==> config.mk <==
export PLATFORM = sky130hd
export DESIGN_NAME = trace_session_controller
export DESIGN_NICKNAME = d
export VERILOG_FILES = /design/src/rtl/trace_session_pkg.sv /design/src/rtl/sat_counter.sv /design/src/rtl/trace_session_controller.sv
export SDC_FILE = /design/constraint.sdc
export NUM_CORES = 1
export LEC_CHECK = 0
export BUFFER_PORTS_ARGS = -buffer_cell sky130_fd_sc_hd__buf_2
export CORE_MARGIN = 2
export CORE_UTILIZATION = 54
export DETAILED_ROUTE_END_ITERATION = 7
export GPL_TIMING_DRIVEN = 0
export HOLD_SLACK_MARGIN = 0.05
export MAX_ROUTING_LAYER = met4
export PLACE_DENSITY = 0.9
export SLEW_MARGIN = 5
export SYNTH_ARGS = -nofsm -noshare
export SYNTH_HDL_FRONTEND = slang
export SYNTH_HIERARCHICAL = 1
export SYNTH_SLANG_ARGS = --single-unit
==> constraint.sdc <==
create_clock -name clk -period 4.5 [get_ports clk]
set_input_delay 0 -clock clk [delete_from_list [all_inputs] [get_ports clk]]
set_output_delay 0 -clock clk [all_outputs]
set_load 0.02 [all_outputs]
==> src/rtl/trace_session_pkg.sv <==
// Shared types and constants for the trace session controller.
package trace_session_pkg;

    typedef enum logic [2:0] {
        S_IDLE    = 3'd0,
        S_ARMED   = 3'd1,
        S_TRACING = 3'd2,
        S_FLUSH   = 3'd3,
        S_DONE    = 3'd4
    } state_t;

    localparam logic [31:0] WFI_INSTR  = 32'h0000_0001;
    localparam logic [6:0]  OPC_JAL    = 7'b1101111;
    localparam logic [6:0]  OPC_JALR   = 7'b1100111;
    localparam logic [6:0]  OPC_BRANCH = 7'b1100011;
    localparam int          CNT_WIDTH_DEFAULT = 32;

    function automatic logic is_ctrl_flow(input logic [31:0] ins);
        return (ins[6:0] == OPC_JAL) || (ins[6:0] == OPC_JALR) || (ins[6:0] == OPC_BRANCH);
    endfunction

endpackage

==> src/rtl/sat_counter.sv <==
// Saturating up-counter with synchronous clear (clear wins over increment).
module sat_counter #(
    parameter int WIDTH = 32
) (
    input  logic             clk,
    input  logic             rst_n,
    input  logic             clr,
    input  logic             inc,
    output logic [WIDTH-1:0] count
);

    always_ff @(posedge clk or negedge rst_n) begin
        if (!rst_n)
            count <= '0;
        else if (clr)
            count <= '0;
        else if (inc && (count != '1))
            count <= count + WIDTH'(1);
    end

endmodule

==> src/rtl/trace_session_controller.sv <==
// Armed, address-triggered trace session sequencer with tlast framing and packet/drop counters.
// Optional build macro CMS_TRACE_FILTER_EN restricts traced candidates to control-flow instructions.
module trace_session_controller
    import trace_session_pkg::*;
#(
    parameter int XLEN      = 64,
    parameter int CNT_WIDTH = CNT_WIDTH_DEFAULT
) (
    input  logic                 clk,
    input  logic                 rst_n,
    input  logic                 cfg_arm,
    input  logic                 cfg_abort,
    input  logic [XLEN-1:0]      cfg_start_addr,
    input  logic [XLEN-1:0]      cfg_end_addr,
    input  logic [CNT_WIDTH-1:0] cfg_tlast_interval,
    input  logic [XLEN-1:0]      pc,
    input  logic [31:0]          instr,
    input  logic                 pc_valid,
    input  logic                 sink_ready,
    output logic                 trace_we,
    output logic [XLEN-1:0]      trace_pc,
    output logic [31:0]          trace_instr,
    output logic                 trace_last,
    output logic [2:0]           state,
    output logic [CNT_WIDTH-1:0] pkt_count,
    output logic [CNT_WIDTH-1:0] drop_count
);

    state_t                 state_q, state_d;
    logic [CNT_WIDTH-1:0]   frame_q, frame_d;
    logic [XLEN-1:0]        term_pc_q;
    logic [31:0]            term_instr_q;

    logic                   active, is_term, is_cand;
    logic                   emit, emit_term, emit_last, drop, clr, latch;
    logic [XLEN-1:0]        emit_pc;
    logic [31:0]            emit_instr;

    // An instruction is looked at only on the start match in ARMED or any valid beat in TRACING.
    assign active  = pc_valid && ((state_q == S_TRACING) ||
                                  (state_q == S_ARMED && pc == cfg_start_addr));
    assign is_term = (pc == cfg_end_addr) || (instr == WFI_INSTR);

`ifdef CMS_TRACE_FILTER_EN
    assign is_cand = is_term || (state_q == S_ARMED) || is_ctrl_flow(instr);
`else
    assign is_cand = 1'b1;
`endif

    always_comb begin
        state_d    = state_q;
        emit       = 1'b0;
        emit_term  = 1'b0;
        drop       = 1'b0;
        clr        = 1'b0;
        latch      = 1'b0;
        emit_pc    = pc;
        emit_instr = instr;
        if (cfg_abort) begin
            state_d = S_IDLE;
        end else begin
            case (state_q)
                S_IDLE, S_DONE: begin
                    if (cfg_arm) begin
                        state_d = S_ARMED;
                        clr     = 1'b1;
                    end
                end
                S_ARMED, S_TRACING: begin
                    if (active && is_cand) begin
                        state_d = S_TRACING;
                        if (is_term) begin
                            if (sink_ready) begin
                                emit      = 1'b1;
                                emit_term = 1'b1;
                                state_d   = S_DONE;
                            end else begin
                                latch   = 1'b1;
                                state_d = S_FLUSH;
                            end
                        end else begin
                            emit = sink_ready;
                            drop = !sink_ready;
                        end
                    end
                end
                S_FLUSH: begin
                    drop       = pc_valid;
                    emit_pc    = term_pc_q;
                    emit_instr = term_instr_q;
                    if (sink_ready) begin
                        emit      = 1'b1;
                        emit_term = 1'b1;
                        state_d   = S_DONE;
                    end
                end
                default: state_d = S_IDLE;
            endcase
        end
    end

    // Frame position advances only on emitted packets; interval 0 never marks on its own.
    always_comb begin
        frame_d   = frame_q;
        emit_last = 1'b0;
        if (clr) begin
            frame_d = '0;
        end else if (emit) begin
            if (emit_term) begin
                emit_last = 1'b1;
                frame_d   = '0;
            end else if (cfg_tlast_interval != '0) begin
                if (frame_q == cfg_tlast_interval - CNT_WIDTH'(1)) begin
                    emit_last = 1'b1;
                    frame_d   = '0;
                end else begin
                    frame_d = frame_q + CNT_WIDTH'(1);
                end
            end
        end
    end

    always_ff @(posedge clk or negedge rst_n) begin
        if (!rst_n) begin
            state_q      <= S_IDLE;
            frame_q      <= '0;
            term_pc_q    <= '0;
            term_instr_q <= '0;
            trace_we     <= 1'b0;
            trace_last   <= 1'b0;
            trace_pc     <= '0;
            trace_instr  <= '0;
        end else begin
            state_q    <= state_d;
            frame_q    <= frame_d;
            trace_we   <= emit;
            trace_last <= emit_last;
            if (latch) begin
                term_pc_q    <= pc;
                term_instr_q <= instr;
            end
            if (emit) begin
                trace_pc    <= emit_pc;
                trace_instr <= emit_instr;
            end
        end
    end

    assign state = state_q;

    sat_counter #(.WIDTH(CNT_WIDTH)) u_pkt_cnt (
        .clk   (clk),
        .rst_n (rst_n),
        .clr   (clr),
        .inc   (emit),
        .count (pkt_count)
    );

    sat_counter #(.WIDTH(CNT_WIDTH)) u_drop_cnt (
        .clk   (clk),
        .rst_n (rst_n),
        .clr   (clr),
        .inc   (drop),
        .count (drop_count)
    );

endmodule

## Word-level counts from Yosys, hierarchy flattened

Cells that the tools add are included.

| word-level totals | value |
|---|---|
| word-level logic and storage cells | 90 |
| bits in registers | 293 |
| input port bits | 262 |
| output and inout bits | 165 |

| operators by class | value |
|---|---|
| add/sub/neg operators | 4 |
| muxes and demuxes | 46 |
| equality and inequality tests | 13 |
| reductions and logical operators | 17 |

Operators by type and width:

| operator | count |
|---|---|
| $mux 32 | 11 |
| $eq 64x64->1 | 2 |
| $mux 64 | 2 |
| $add 32x1->32 const B | 3 |
| $ne 32x32->1 const B | 2 |
| $eq 32x1->1 const B | 1 |
| $eq 32x32->1 | 1 |
| $reduce_bool 32->1 | 1 |
| $sub 32x1->32 const B | 1 |
| $mux 1 | 23 |
| $mux 3 | 6 |
| $ne 3x3->1 const B | 3 |
| $pmux 3 s3 | 1 |
| $eq 3x2->1 const B | 2 |
| $pmux 1 s2 | 3 |
| $reduce_bool 2->1 | 3 |
| $logic_and 1x1->1 | 4 |
| $reduce_or 2->1 | 2 |
| $eq 3x1->1 const B | 1 |
| $eq 3x3->1 const B | 1 |
| $logic_not 3->1 | 1 |
| $reduce_and 3->1 | 1 |
| $reduce_bool 3->1 | 1 |
| $logic_or 1x1->1 | 2 |
| 2 further kinds | 2 |

## Logic depth before layout (Yosys ltp)

Gate-level depths: netlist (run 1).

| depth | value |
|---|---|
| word-level depth | 10 |
| depth in mapped cells | 16 |
| mapped depth without buffers | 13 |

## Cells and area by module

The synthesis (run 1) kept the hierarchy.

Modules (own cells, without submodules):

| module | instances | seq. area each (µm²) | area an instance (µm²) | cells each |
|---|---|---|---|---|
| trace_session_controller | 1 | 5730.5 | 12842.3 | 1270 |
| sat_counter at u_drop_cnt | 1 | 800.8 | 1854.3 | 198 |
| sat_counter at u_pkt_cnt | 1 | 800.8 | 1810.5 | 194 |

## Least setup slack after synthesis (run 1)

No wires, ideal clock.

| path | value |
|---|---|
| path kind | register to register |
| from | reg state_q[0], in the netlist state[0] |
| to | reg u_pkt_cnt.count[29] |
| required time | 4.422 ns |
| path slack | 0.762 ns |
| arrival | 3.660 ns |
| library setup time | 0.078 ns |
| path buffers | 3 |
| period minus slack after synthesis | 3.738 ns |
| cell stages (with the launch flop) | 16 |
| path through | dfrtp_1 clkbuf_1 nand4bb_1 nor3_1 nand4_1 nor2_1 o21ai_0 a21o_1 clkbuf_1 clkbuf_1 inv_1 nand4_1 or4_1 a2111o_1 or3_1 a21oi_1 |

| between the ends | value |
|---|---|
| cells in the longest elaborated chain, start to end | 9 |
| elaborated cells between the ends (all ways) | 18 |
| classes of those cells | eq/ne: 4; mux: 6; reduce/logical: 8 |

Ends and longest elaborated chain:

| item | line | RTL |
|---|---|---|
| start, declared | trace_session_controller.sv:29 | `state_t state_q, state_d;` |
| start signal, assigned | trace_session_controller.sv:134 | `state_q <= state_d;` |
| $eq 3x1->1 | trace_session_controller.sv:41, trace_session_controller.sv:62 |  |
| $logic_and 1x1->1 | trace_session_controller.sv:41 | `(state_q == S_ARMED && pc == cfg_start_addr));` |
| $logic_or 1x1->1 | trace_session_controller.sv:40 | `assign active = pc_valid && ((state_q == S_TRACING) \|\|` |
| $logic_and 1x1->1 | trace_session_controller.sv:40 |  |
| $mux 1 | trace_session_controller.sv:70 | `if (active && is_cand) begin` |
| $pmux 1 s2 (*) | trace_session_controller.sv:62 | `case (state_q)` |
| $mux 1 (*) | trace_session_controller.sv:59 | `if (cfg_abort) begin` |
| via emit | trace_session_controller.sv:35 | `logic emit, emit_term, emit_last, drop, clr, latch;` |
| $logic_and 1x1->1 (*) | sat_counter.sv:17 | `else if (inc && (count != '1))` |
| $reduce_bool 2->1 (no line) (*) | -- |  |
| end signal, assigned | sat_counter.sv:18 | `count <= count + WIDTH'(1);` |
| end, declared | sat_counter.sv:9 | `output logic [WIDTH-1:0] count` |

The timed path passes the listed nets; every way through them passes the cells marked *.
A chain may end at the register's enable or synchronous reset.

## Worst setup path after layout (run 1)

| path | value |
|---|---|
| from | in pc[20] |
| to | reg u_pkt_cnt.count[29] |

| between the ends | value |
|---|---|
| cells in the longest elaborated chain, start to end | 9 |
| elaborated cells between the ends (all ways) | 12 |
| classes of those cells | eq/ne: 2; mux: 4; reduce/logical: 6 |

Ends and longest elaborated chain:

| item | line | RTL |
|---|---|---|
| start, declared | trace_session_controller.sv:16 | `input logic [XLEN-1:0] pc,` |
| $eq 64x64->1 | trace_session_controller.sv:41 |  |
| $logic_and 1x1->1 | trace_session_controller.sv:41 |  |
| $logic_or 1x1->1 | trace_session_controller.sv:40 |  |
| $logic_and 1x1->1 | trace_session_controller.sv:40 |  |
| $mux 1 (*) | trace_session_controller.sv:70 |  |
| $pmux 1 s2 (*) | trace_session_controller.sv:62 |  |
| $mux 1 (*) | trace_session_controller.sv:59 |  |
| via emit | trace_session_controller.sv:35 |  |
| $logic_and 1x1->1 (*) | sat_counter.sv:17 |  |
| $reduce_bool 2->1 (no line) (*) | -- |  |

Marked as above.

==> results of run 1 <==
==> per-stage QoR <==
step,area (um2),TNS [ns]
after floorplan,16500,0
after global placement,19100,-567.60
after detailed placement,19200,-10.76
after CTS,21300,0
after global routing,21300,0
final,21300,0
==> cells in the final DEF, fill, tap and decap left out, types with 42 or more instances in the layout <==
cell and instances:
clkbuf_1 58, nand2_1 141, mux2_2 105, xor2_1 75, buf_2 429, mux2i_1 100
dlygate4sd3_1 105, dfrtp_1 293, inv_1 42, nand4_1 50, o21ai_0 161, nor4_1 51
nor2_1 97, xnor2_1 114
==> power by group through the flow <==
stage	Combinational, mW	Sequential, mW	Clock (mW)
after global routing	2.69	3.41	2.74
after CTS	2.49	3.34	2.63
after global placement	2.33	3.36	0
final	2.53	3.37	2.62
after floorplan	0.719	3.89	0
after detailed placement	2.39	3.38	0
==> cell families (layout without fill, tap and decap cells) <==
family | after synthesis | after routing
buffers and inverters | 122 | 700
other | 0 | 8
DFF | 293 | 293
AOI/OAI and AO/OA | 291 | 291
adders and majority gates | 4 | 4
and+or+nand+nor | 557 | 557
xor gates and xnor gates | 189 | 189
muxes | 206 | 206
==> cells in the mapped netlist, drive strengths merged (4+ instances only) <==
| cell type | n | area [um2] |
|---|---|---|
| nor3 | 31 | 160 |
| nand3b | 5 | 37.5 |
| or4 | 22 | 176 |
| nand2 | 141 | 529 |
| a211oi | 10 | 75.1 |
| inv | 43 | 161 |
| nor4 | 56 | 384 |
| and2 | 16 | 101 |
| o21ai | 162 | 811 |
| and3 | 26 | 169 |
| nor2b | 11 | 68.8 |
| mux2 | 106 | 1200 |
| mux2i | 100 | 1000 |
| ha | 4 | 50.1 |
| a31oi | 12 | 90.1 |
| nand2b | 5 | 31.3 |
| xnor2 | 114 | 998 |
| or3 | 27 | 179 |
| buf | 19 | 124 |
| a311oi | 5 | 43.8 |
| nand3 | 43 | 225 |
| a21oi | 38 | 190 |
| nand4 | 52 | 338 |
| or2 | 6 | 37.5 |
| o31ai | 10 | 88.8 |
| and4 | 4 | 35.0 |
| a21o | 6 | 45.0 |
| clkbuf | 60 | 229 |
| nor2 | 98 | 368 |
| xor2 | 75 | 657 |
| dfrtp | 293 | 7330 |
| a221o | 6 | 61.3 |
==> worst reg2reg max path, cell delays in order, from the launching register on <==
cell and delay [ns]:
dfrtp_1 0.38, clkbuf_1 0.20, nand4bb_1 0.28, nor3_1 0.20
nand4_1 0.20, nor2_1 0.21, o21ai_0 0.09, a21o_2 0.46
inv_2 0.32, nand4_1 0.20, or4_1 0.53, a2111o_1 0.44
or3_1 0.32, a21oi_1 0.17
==> registers in the layout, indices dropped and copies added, names as in the netlist <==
signal            count
u_drop_cnt/count     32
state                 3
trace_instr          32
term_instr_q         32
trace_pc             64
u_pkt_cnt/count      32
term_pc_q            64
trace_we              1
trace_last            1
frame_q              32
==> worst max path at each step <==
stage	slack [ns]	cells past startpoint	endpoint	startpoint
2_1_floorplan	0.76	15	u_pkt_cnt/count[29]$_DFFE_PN0P_	state[0]$_DFFE_PN0P_
3_3_place_gp	-1.93	1	u_pkt_cnt/count[24]$_DFFE_PN0P_	rst_n
3_5_place_dp	-0.80	16	u_pkt_cnt/count[29]$_DFFE_PN0P_	pc[3]
4_1_cts	0.01	16	u_pkt_cnt/count[29]$_DFFE_PN0P_	pc[20]
5_1_grt	0.07	15	u_pkt_cnt/count[29]$_DFFE_PN0P_	pc[20]
6_report	0.28	15	u_pkt_cnt/count[29]$_DFFE_PN0P_	pc[20]
==> routing by layer <==
layer,GRT usage [%],vias up
met5,-,-
met4,21.1,0
met3,7.93,265
met2,61.5,938
met1,45.4,7948
li1,-,7113
==> layout make-up <==
class	instances	area share, %
antenna	8	0.0941
inverter	43	0.758
sequential	293	34.5
buffer	75	1.59
clock inverter	11	0.629
multi-input combinational	1247	40.8
tap	396	2.33
clock buffer	43	4.23
timing repair buffer	528	15.1
==> what timing repair did <==
| action | CTS | global route |
|---|---|---|
| hold endpoints to repair | 368 | 0 |
| hold buffers | 105 | 0 |
| resized for setup | 4 | 3 |
| endpoints found under the setup margin | 26 | 53 |
==> impl_metrics.env, run 1 <==
export IMPL_initial_core_util_pct=54.4
export IMPL_drive_gt1_share_pct=28.5
export IMPL_fin_hold_ws_ns=0.0327
export IMPL_rsz0062_at_grt="false"
export IMPL_ys_seq_elements=293
export IMPL_clock_sinks=293
export IMPL_fin_total_pwr_mw=8.53
export IMPL_vdd_drop_max_mv=0.265
export IMPL_worst_pin_slew_ns=0.899
export IMPL_antenna_left=0
export IMPL_synth_compound_area_share_pct=10.8
export IMPL_slowest_delay_ns=0.55
export IMPL_synthXorXnorAreaFrac_pct=10.0
export IMPL_fp_dieW_um=179
export IMPL_reg2reg_slack_ns=0.41
export IMPL_critPathBufInv=3
export IMPL_synth_edff_count=0
export IMPL_clock_path_buffers=3
export IMPL_synthCells=1662
export IMPL_worstSetupPathType="in2reg"
export IMPL_numCtsBuffers=30
export IMPL_die_area_um2=32000
export IMPL_hp_class="in2async"
export IMPL_wl_met3_um=5410
export IMPL_cts_tree="done"
export IMPL_dr_pass1_iters=5
export IMPL_synthAdderAreaFrac_pct=0.303
export IMPL_r2r_start="state[1]$_DFFE_PN0P_"
export IMPL_ys_warn_count=6
export IMPL_fmax_mhz=237
export IMPL_fillers=2211
export IMPL_ys_flop_type="dfrtp_1"
export IMPL_synth_mux_area_share_pct=13.3
export IMPL_syn_cell_area_um2=16500
export IMPL_nets=2484
export IMPL_reg2reg_depth=13
export IMPL_wl_um=60400
export IMPL_crit_family="simple AND/OR/NAND/NOR gates"
export IMPL_antenna_found_initial=7
export IMPL_track_usage_pct=38.4
export IMPL_wl_per_cell_um=22.8
export IMPL_switchingPower_mw=3.07
export IMPL_met2_length_um=28800
export IMPL_start_kind="primary input"
export IMPL_p_int_mw=5.45
export IMPL_status="completed"
export IMPL_core_region_area_um2=30300
export IMPL_fin_util_pct=70.1
export IMPL_numPlacedInstances=2481
export IMPL_setup_viol=0
export IMPL_grt_max_degree=115
export IMPL_fin_crit_ns=4.22
export IMPL_power_leakage_nw=9.85
export IMPL_routed_top_layer="met4"
export IMPL_slew_viol_final=0
export IMPL_cp_cell_sequence="dlygate4sd3_1, buf_2, xor2_1, nor4_1, nand4_1, or3_1, nor2_1, o21ai_0, a21o_2, inv_2, nand4_1, or4_1, a2111o_1, or3_1, a21oi_1"
export IMPL_arrival_ns=4.70
export IMPL_vias=16300
export IMPL_p_clk_share_pct=30.7
export IMPL_clkLatencyLatePin_ns=0.56
export IMPL_gr_total_overflow=0
export IMPL_power_switching_share_pct=36.1
export IMPL_pin_count=427
export IMPL_stdcell_count=2644
export IMPL_cts_max_level=1
export IMPL_async_reset_ff_share_pct=100
export IMPL_synthSimpleGateAreaFrac_pct=18.0
export IMPL_viasPerCell=6.15
export IMPL_ys_types=84
export IMPL_avgSynthCellArea_um2=9.93
export IMPL_gp_congestion=1.06
export IMPL_comb_power_share_pct=29.7
export IMPL_grt_first_pass_wirelength_um=90800
export IMPL_ys_seq_area_share_pct=44.4
export IMPL_finalClockSkew_ns=0.0264
export IMPL_final_hold_viol_count=0
export IMPL_min_period_over_period_pct=93.9
export IMPL_place_worst_setup_slack_ns=-0.797
export IMPL_root_buffer="clkbuf_16"
export IMPL_relSlewSlack_pct=39.5
export IMPL_seq_power_share_pct=39.6
export IMPL_port_buffers=421
export IMPL_post_cts_buffers=0
export IMPL_regArea_um2=7330
export IMPL_worst_ep_required_time_ns=4.97
export IMPL_areaGrowthSynthToFinish_pct=28.9
export IMPL_synth_fp_nets=1928
export IMPL_crit_slowest_cell="dlygate4sd3_1"
export IMPL_end_kind="flop"
export IMPL_dieHeight_um=179
export IMPL_drc=0
export IMPL_crit_fanout=25
export IMPL_fp_row_count=64
export IMPL_wirelength_met1_um=22200
export IMPL_grt_pass1_vias=16000
export IMPL_multiInputGateArea_um2=8680
export IMPL_timing_final_ws_setup_ns=0.276
export IMPL_hpwl_um=44400
export IMPL_rr_endpoint="u_pkt_cnt/count[29]$_DFFE_PN0P_"
export IMPL_maxCapViolations=0
export IMPL_powerDensity_nw_per_um2=401
export IMPL_drt_iter0_drc=1536
export IMPL_path_clk_slew_ns=0.06
export IMPL_synth_top_family_by_area="simple AND/OR/NAND/NOR gates"
(Power assumes the default switching activity.)
==> run 2: changes to the inputs <==
- BUFFER_PORTS_ARGS: -buffer_cell sky130_fd_sc_hd__buf_2 -> default
- CAP_MARGIN: default -> 20
- CORE_AREA: default -> 2 2 168 170
- CORE_MARGIN: 2 -> default
- CORE_UTILIZATION: 54 -> default
- DIE_AREA: default -> 0 0 170 172
- DONT_BUFFER_PORTS: default -> 1
- PLACE_DENSITY: 0.9 -> 0.85
- clock period: 4.5 -> 3.95 ns (I/O delays scaled with it)
==> run 2 against run 1 <==
Net effect: the run now ends with hold timing left; worst setup slack got worse by 0.24 ns; power increased by 3.9%; cell area down 9.5%; combinational power is 50% lower; die area is 8.6% lower; sequential power increased by 40%; clock power rose by 9.5%; critical endpoint is now u_drop_cnt/count[31]$_DFFE_PN0P_; largest power group unchanged.
==> impl_metrics.env, run 2 (synthesis gave the netlist of run 1 again) <==
export IMPL_status="finished with violations"
export IMPL_violations="hold timing"
export IMPL_critPathBufInv=3
export IMPL_fp_dieW_um=170
export IMPL_crit_fanout=10
export IMPL_gr_total_overflow=0
export IMPL_fin_total_pwr_mw=8.86
export IMPL_wl_met3_um=4320
export IMPL_drt_iter0_drc=994
export IMPL_finalClockSkew_ns=0.0174
export IMPL_slew_viol_final=0
export IMPL_final_area_um2=19300
export IMPL_place_worst_setup_slack_ns=-1.32
export IMPL_drc=0
export IMPL_fmax_mhz=255
export IMPL_slowest_delay_ns=0.49
export IMPL_powerDensity_nw_per_um2=460
export IMPL_pin_count=427
export IMPL_arrival_ns=4.37
export IMPL_nets=2086
export IMPL_fp_row_count=61
export IMPL_dr_pass1_iters=5
export IMPL_wl_um=55400
export IMPL_reg2reg_slack_ns=0.03
export IMPL_final_common_cell="dfrtp_1"
export IMPL_areaGrowthSynthToFinish_pct=16.7
export IMPL_reg_largest_list="term_pc_q (64), trace_pc (64)"
export IMPL_wirelength_met1_um=20500
export IMPL_dieHeight_um=172
export IMPL_path_clk_slew_ns=0.06
export IMPL_timing_final_ws_setup_ns=0.0333
export IMPL_fillers=1988
export IMPL_end_kind="flop"
export IMPL_maxCapViolations=0
export IMPL_cts_max_level=1
export IMPL_start_kind="flop"
export IMPL_die_area_um2=29200
export IMPL_clock_sinks=293
export IMPL_r2r_start="state[1]$_DFFE_PN0P_"
export IMPL_met2_length_um=26800
export IMPL_routed_top_layer="met4"
export IMPL_antenna_found_initial=0
export IMPL_initial_core_util_pct=60.1
export IMPL_final_hold_viol_count=293
export IMPL_stdcell_count=2189
export IMPL_clkLatencyLatePin_ns=0.57
export IMPL_vdd_drop_max_mv=0.336
export IMPL_grt_max_degree=294
export IMPL_setup_viol=0
export IMPL_fin_crit_ns=3.92
export IMPL_viasPerCell=6.56
export IMPL_antenna_left=0
export IMPL_clock_path_buffers=3
export IMPL_track_usage_pct=38.0
export IMPL_root_buffer="clkbuf_16"
export IMPL_drive_gt1_share_pct=13.4
export IMPL_final_cell_mix="dfrtp_1 (290), o21ai_0 (161), nand2_1 (141), xnor2_1 (114), dlygate4sd3_1 (106)"
export IMPL_relSlewSlack_pct=33.4
export IMPL_worst_pin_slew_ns=0.990
export IMPL_cpMostUsedCell="nand4_1"
export IMPL_fin_hold_ws_ns=-0.860
export IMPL_crit_slowest_cell="dfrtp_2"
export IMPL_core_region_area_um2=27500
export IMPL_numPlacedInstances=2008
export IMPL_worst_ep_required_time_ns=4.41
export IMPL_hp_class="in2async"
export IMPL_wl_per_cell_um=25.3
export IMPL_port_buffers=0
export IMPL_fin_util_pct=70.1
export IMPL_dpl_cell_area_um2=16900
export IMPL_postCtsHoldBufs=106
export IMPL_power_leakage_nw=8.10
export IMPL_crit_family="simple AND/OR/NAND/NOR gates"
export IMPL_gp_congestion=1.00
export IMPL_cts_tree="done"
export IMPL_cp_cell_sequence="buf_6, nand4bb_4, nor3_2, nand4_1, buf_4, o32ai_1, a22o_1, and3_1, nand4_1, a21o_1, buf_2, nor4_1, mux2_2"
export IMPL_numCtsBuffers=31
export IMPL_startpoint="state[1]$_DFFE_PN0P_"
export IMPL_worstSetupPathType="reg2reg"
export IMPL_vias=14400
export IMPL_min_period_over_period_pct=99.2
export IMPL_grt_pass1_vias=14100
export IMPL_hpwl_um=40000
export IMPL_grt_first_pass_wirelength_um=82200
[run 2: cell count changes in the layout (fill, tap and decap cells not counted), sizes merged]
cell	delta
clkbuf	+6
clkinvlp	+1
buf	-401
dlygate4sd3	+1
clkinv	-3
bufinv	-2
diode	-7
[run 2: power breakdown]
| part | switching (mW) | total (mW) | leakage (nW) | internal (mW) |
|---|---|---|---|---|
| Combinational | 0.715 | 1.27 | 3.64 | 0.554 |
| Sequential | 1.22 | 4.71 | 3.97 | 3.49 |
| Clock | 1.21 | 2.87 | 0.494 | 1.67 |
[run 2: final timing paths]
kind / endpoint / cells past startpoint
setup / recovery: u_drop_cnt/count[31]$_DFFE_PN0P_ / 13
hold / removal: frame_q[22]$_DFFE_PN0P_ / 0
setup reg to reg: u_drop_cnt/count[31]$_DFFE_PN0P_ / 13
hold reg to reg: term_pc_q[61]$_DFFE_PN0P_ / 1
max in group asynchronous: u_drop_cnt/count[9]$_DFFE_PN0P_ / 0
min in group clk: trace_last$_DFF_PN0_ / 6
[run 2: stage by stage]
step	hold slack, ns	setup TNS [ns]
after detailed placement	-0.278	-65.49
after global routing	-0.878	-0.00110
after floorplan	-0.296	0
final	-0.860	0
after CTS	-0.873	-0.0420
after global placement	-0.277	-61.10
[run 2: area by class of cell]
type	count	area, um2	area share, %
diodes	1	2.50	0.0130
clock inverters	7	63.8	0.331
multi-input cells	1247	8730	45.3
flip-flops and latches	293	7340	38.1
plain buffers	77	384	1.99
repair buffers	127	1220	6.33
inverters	43	165	0.858
well taps	346	433	2.25
clock buffers	48	930	4.83
[run 2: layer usage]
layer,vias up,global-route usage [%]
li1,6320,-
met1,7074,44.3
met2,763,62.9
met3,212,7.30
met4,0,20.5
met5,-,-
[run 2: repair_timing]
item	4_1_cts	5_1_grt
buffers inserted	16	5
pin swaps	2	5
endpoints found under the setup margin	186	92
hold endpoints to repair	502	293
resized for setup	22	13
==> run 3: changes to the inputs <==
- CORE_AREA: 2 2 168 170 -> 3 3 163 165
- CTS_BUF_LIST: default -> sky130_fd_sc_hd__clkbuf_4 sky130_fd_sc_hd__clkbuf_8
- DIE_AREA: 0 0 170 172 -> 0 0 166 168
- PLACE_DENSITY: 0.85 -> 0.9
- clock period: 3.95 -> 4.82 ns (I/O delays scaled with it)
==> run 3 against run 2 <==
Net effect: the flow still finishes with violations (hold timing); sequential power shrank 18%; sequential cell count is the same; non-clock buffer count shrank 18; fmax shrank 16%; highest routed layer unchanged; sequential share of layout area grew 0.37 points; via count grew 3.1%; first-iteration DRC count grew 43%; routed wire length grew 5.0%; largest cell class unchanged; critical path depth shrank 1; clock power shrank 18%; die area shrank 4.6%; register-to-register slack gained 0.14 ns.
==> impl_metrics.env, run 3 (synthesis gave the netlist of run 1 again) <==
export IMPL_postCtsHoldBufs=108
export IMPL_dr_pass1_iters=6
export IMPL_areaGrowthSynthToFinish_pct=15.5
export IMPL_grt_max_degree=294
export IMPL_nets=2085
export IMPL_start_kind="flop"
export IMPL_post_cts_buffers=0
export IMPL_core_region_area_um2=25200
export IMPL_crit_fanout=10
export IMPL_drt_iter0_drc=1424
export IMPL_track_usage_pct=41.5
export IMPL_dpl_cell_area_um2=16900
export IMPL_dieHeight_um=168
export IMPL_hpwl_um=41200
export IMPL_min_period_over_period_pct=96.4
export IMPL_regArea_um2=7330
export IMPL_clkLatencyLatePin_ns=0.57
export IMPL_power_leakage_nw=8.02
export IMPL_initial_core_util_pct=65.6
export IMPL_fillers=1614
export IMPL_final_common_cell="dfrtp_1"
export IMPL_slew_viol_final=0
export IMPL_final_hold_viol_count=293
export IMPL_seq_power_share_pct=53.2
export IMPL_drive_gt1_share_pct=13.6
export IMPL_maxCapViolations=0
export IMPL_setup_viol=0
export IMPL_end_kind="flop"
export IMPL_finalClockSkew_ns=0.0234
export IMPL_powerDensity_nw_per_um2=381
export IMPL_gp_congestion=1.02
export IMPL_fmax_mhz=215
export IMPL_die_area_um2=27900
export IMPL_wl_um=58100
export IMPL_fin_hold_ws_ns=-0.868
export IMPL_clock_sinks=293
export IMPL_multiInputGateArea_um2=8660
export IMPL_antenna_found_initial=3
export IMPL_fin_util_pct=75.7
export IMPL_timing_final_ws_setup_ns=0.172
export IMPL_violations="hold timing"
export IMPL_port_buffers=0
export IMPL_worst_pin_slew_ns=1.34
export IMPL_hp_class="in2async"
export IMPL_drc=0
export IMPL_numCtsBuffers=48
export IMPL_final_cell_mix="dfrtp_1 (293), o21ai_0 (161), nand2_1 (141), xnor2_1 (114), dlygate4sd3_1 (108)"
export IMPL_comb_power_share_pct=14.3
export IMPL_cts_max_level=2
export IMPL_p_clk_share_pct=32.5
export IMPL_power_switching_share_pct=36.4
export IMPL_gr_total_overflow=0
export IMPL_grt_pass1_vias=14900
export IMPL_clock_path_buffers=3
export IMPL_reg_largest_list="term_pc_q (64), trace_pc (64)"
export IMPL_relSlewSlack_pct=10.5
export IMPL_switchingPower_mw=2.64
export IMPL_antenna_left=0
export IMPL_p_int_mw=4.62
export IMPL_final_area_um2=19100
export IMPL_grt_first_pass_wirelength_um=87600
export IMPL_rsz0062_at_grt="false"
export IMPL_fin_crit_ns=4.65
export IMPL_wl_per_cell_um=26.6
export IMPL_arrival_ns=5.10
export IMPL_path_clk_slew_ns=0.06
export IMPL_fp_row_count=58
export IMPL_worst_ep_required_time_ns=5.27
export IMPL_worstSetupPathType="reg2reg"
export IMPL_pin_count=427
export IMPL_vdd_drop_max_mv=0.291
export IMPL_place_worst_setup_slack_ns=-0.437
export IMPL_root_buffer="clkbuf_8"
export IMPL_viasPerCell=6.77
export IMPL_status="finished with violations"
export IMPL_cts_tree="done"
export IMPL_fp_dieW_um=166
export IMPL_vias=14800
==> run 3: cell count changes in the layout (fill, tap and decap cells not counted), moves of 4 or more <==
cell	before	now
clkbuf_4	3	18
clkbuf_16	32	0
clkbuf_1	59	55
buf_4	28	7
clkbuf_8	9	62
==> run 3: worst paths after layout <==
kind / cells past startpoint / slack, ns / endpoint / from
setup / recovery: 12 / 0.17 / u_drop_cnt/count[31]$_DFFE_PN0P_ / state[1]$_DFFE_PN0P_
setup reg to reg: 12 / 0.17 / u_drop_cnt/count[31]$_DFFE_PN0P_ / state[1]$_DFFE_PN0P_
hold / removal: 0 / -0.87 / frame_q[24]$_DFFE_PN0P_ / rst_n
max in group asynchronous: 0 / 4.59 / trace_pc[48]$_DFFE_PN0P_ / rst_n
hold reg to reg: 1 / 0.50 / term_pc_q[56]$_DFFE_PN0P_ / term_pc_q[56]$_DFFE_PN0P_
min in group clk: 2 / 0.15 / term_instr_q[28]$_DFFE_PN0P_ / instr[28]
==> run 3: layout make-up <==
class / count / area share [%]
Clock buffer: 78 / 5.11
Clock inverter: 8 / 0.374
Sequential cell: 293 / 38.5
Timing Repair Buffer: 108 / 5.67
Multi-Input combinational cell: 1247 / 45.4
Inverter: 43 / 0.866
Buffer: 78 / 1.86
Antenna cell: 4 / 0.0525
Tap cell: 330 / 2.17
==> run 3: stage by stage <==
step	total power [mW]	TNS (ns)	instances
after detailed placement	4.76	-3.88	1992
after CTS	7.19	0	2185
after global placement	4.68	-1.18	1992
final	7.27	0	2189
after floorplan	4.30	0	1662
after global routing	7.51	0	2187
==> run 3: power groups by stage <==
stage	Sequential (mW)	Clock, mW	Combinational (mW)
after CTS	3.84	2.36	0.991
after global routing	3.87	2.48	1.16
final	3.86	2.36	1.04
after global placement	3.86	0	0.813
after detailed placement	3.88	0	0.878
after floorplan	3.63	0	0.671
==> run 3: per-layer routing <==
metal	share of wire, %	global-route usage (%)	up-vias	wire length (um)
met1	34	44.7	7180	19900
met5	0	-	-	0
met2	47	66.1	976	27200
met4	9.3	31.0	0	5410
met3	9.8	11.1	339	5670
li1	-	-	6320	-
==> run 3: critical path, cell delays in order (launching register included) <==
cell	delay, ns
dfrtp_1	0.50
clkbuf_1	0.39
nand3b_1	0.21
nor2_2	0.53
clkbuf_2	0.44
clkbuf_1	0.62
a22o_1	0.36
and3_1	0.27
nand4_1	0.12
a21o_1	0.16
buf_2	0.17
nor4_1	0.38
mux2_2	0.38
==> run 3: timing repair <==
item	in CTS	in global routing
endpoints found under the setup margin	25	9
hold endpoints to repair	503	293
resized for setup	5	3
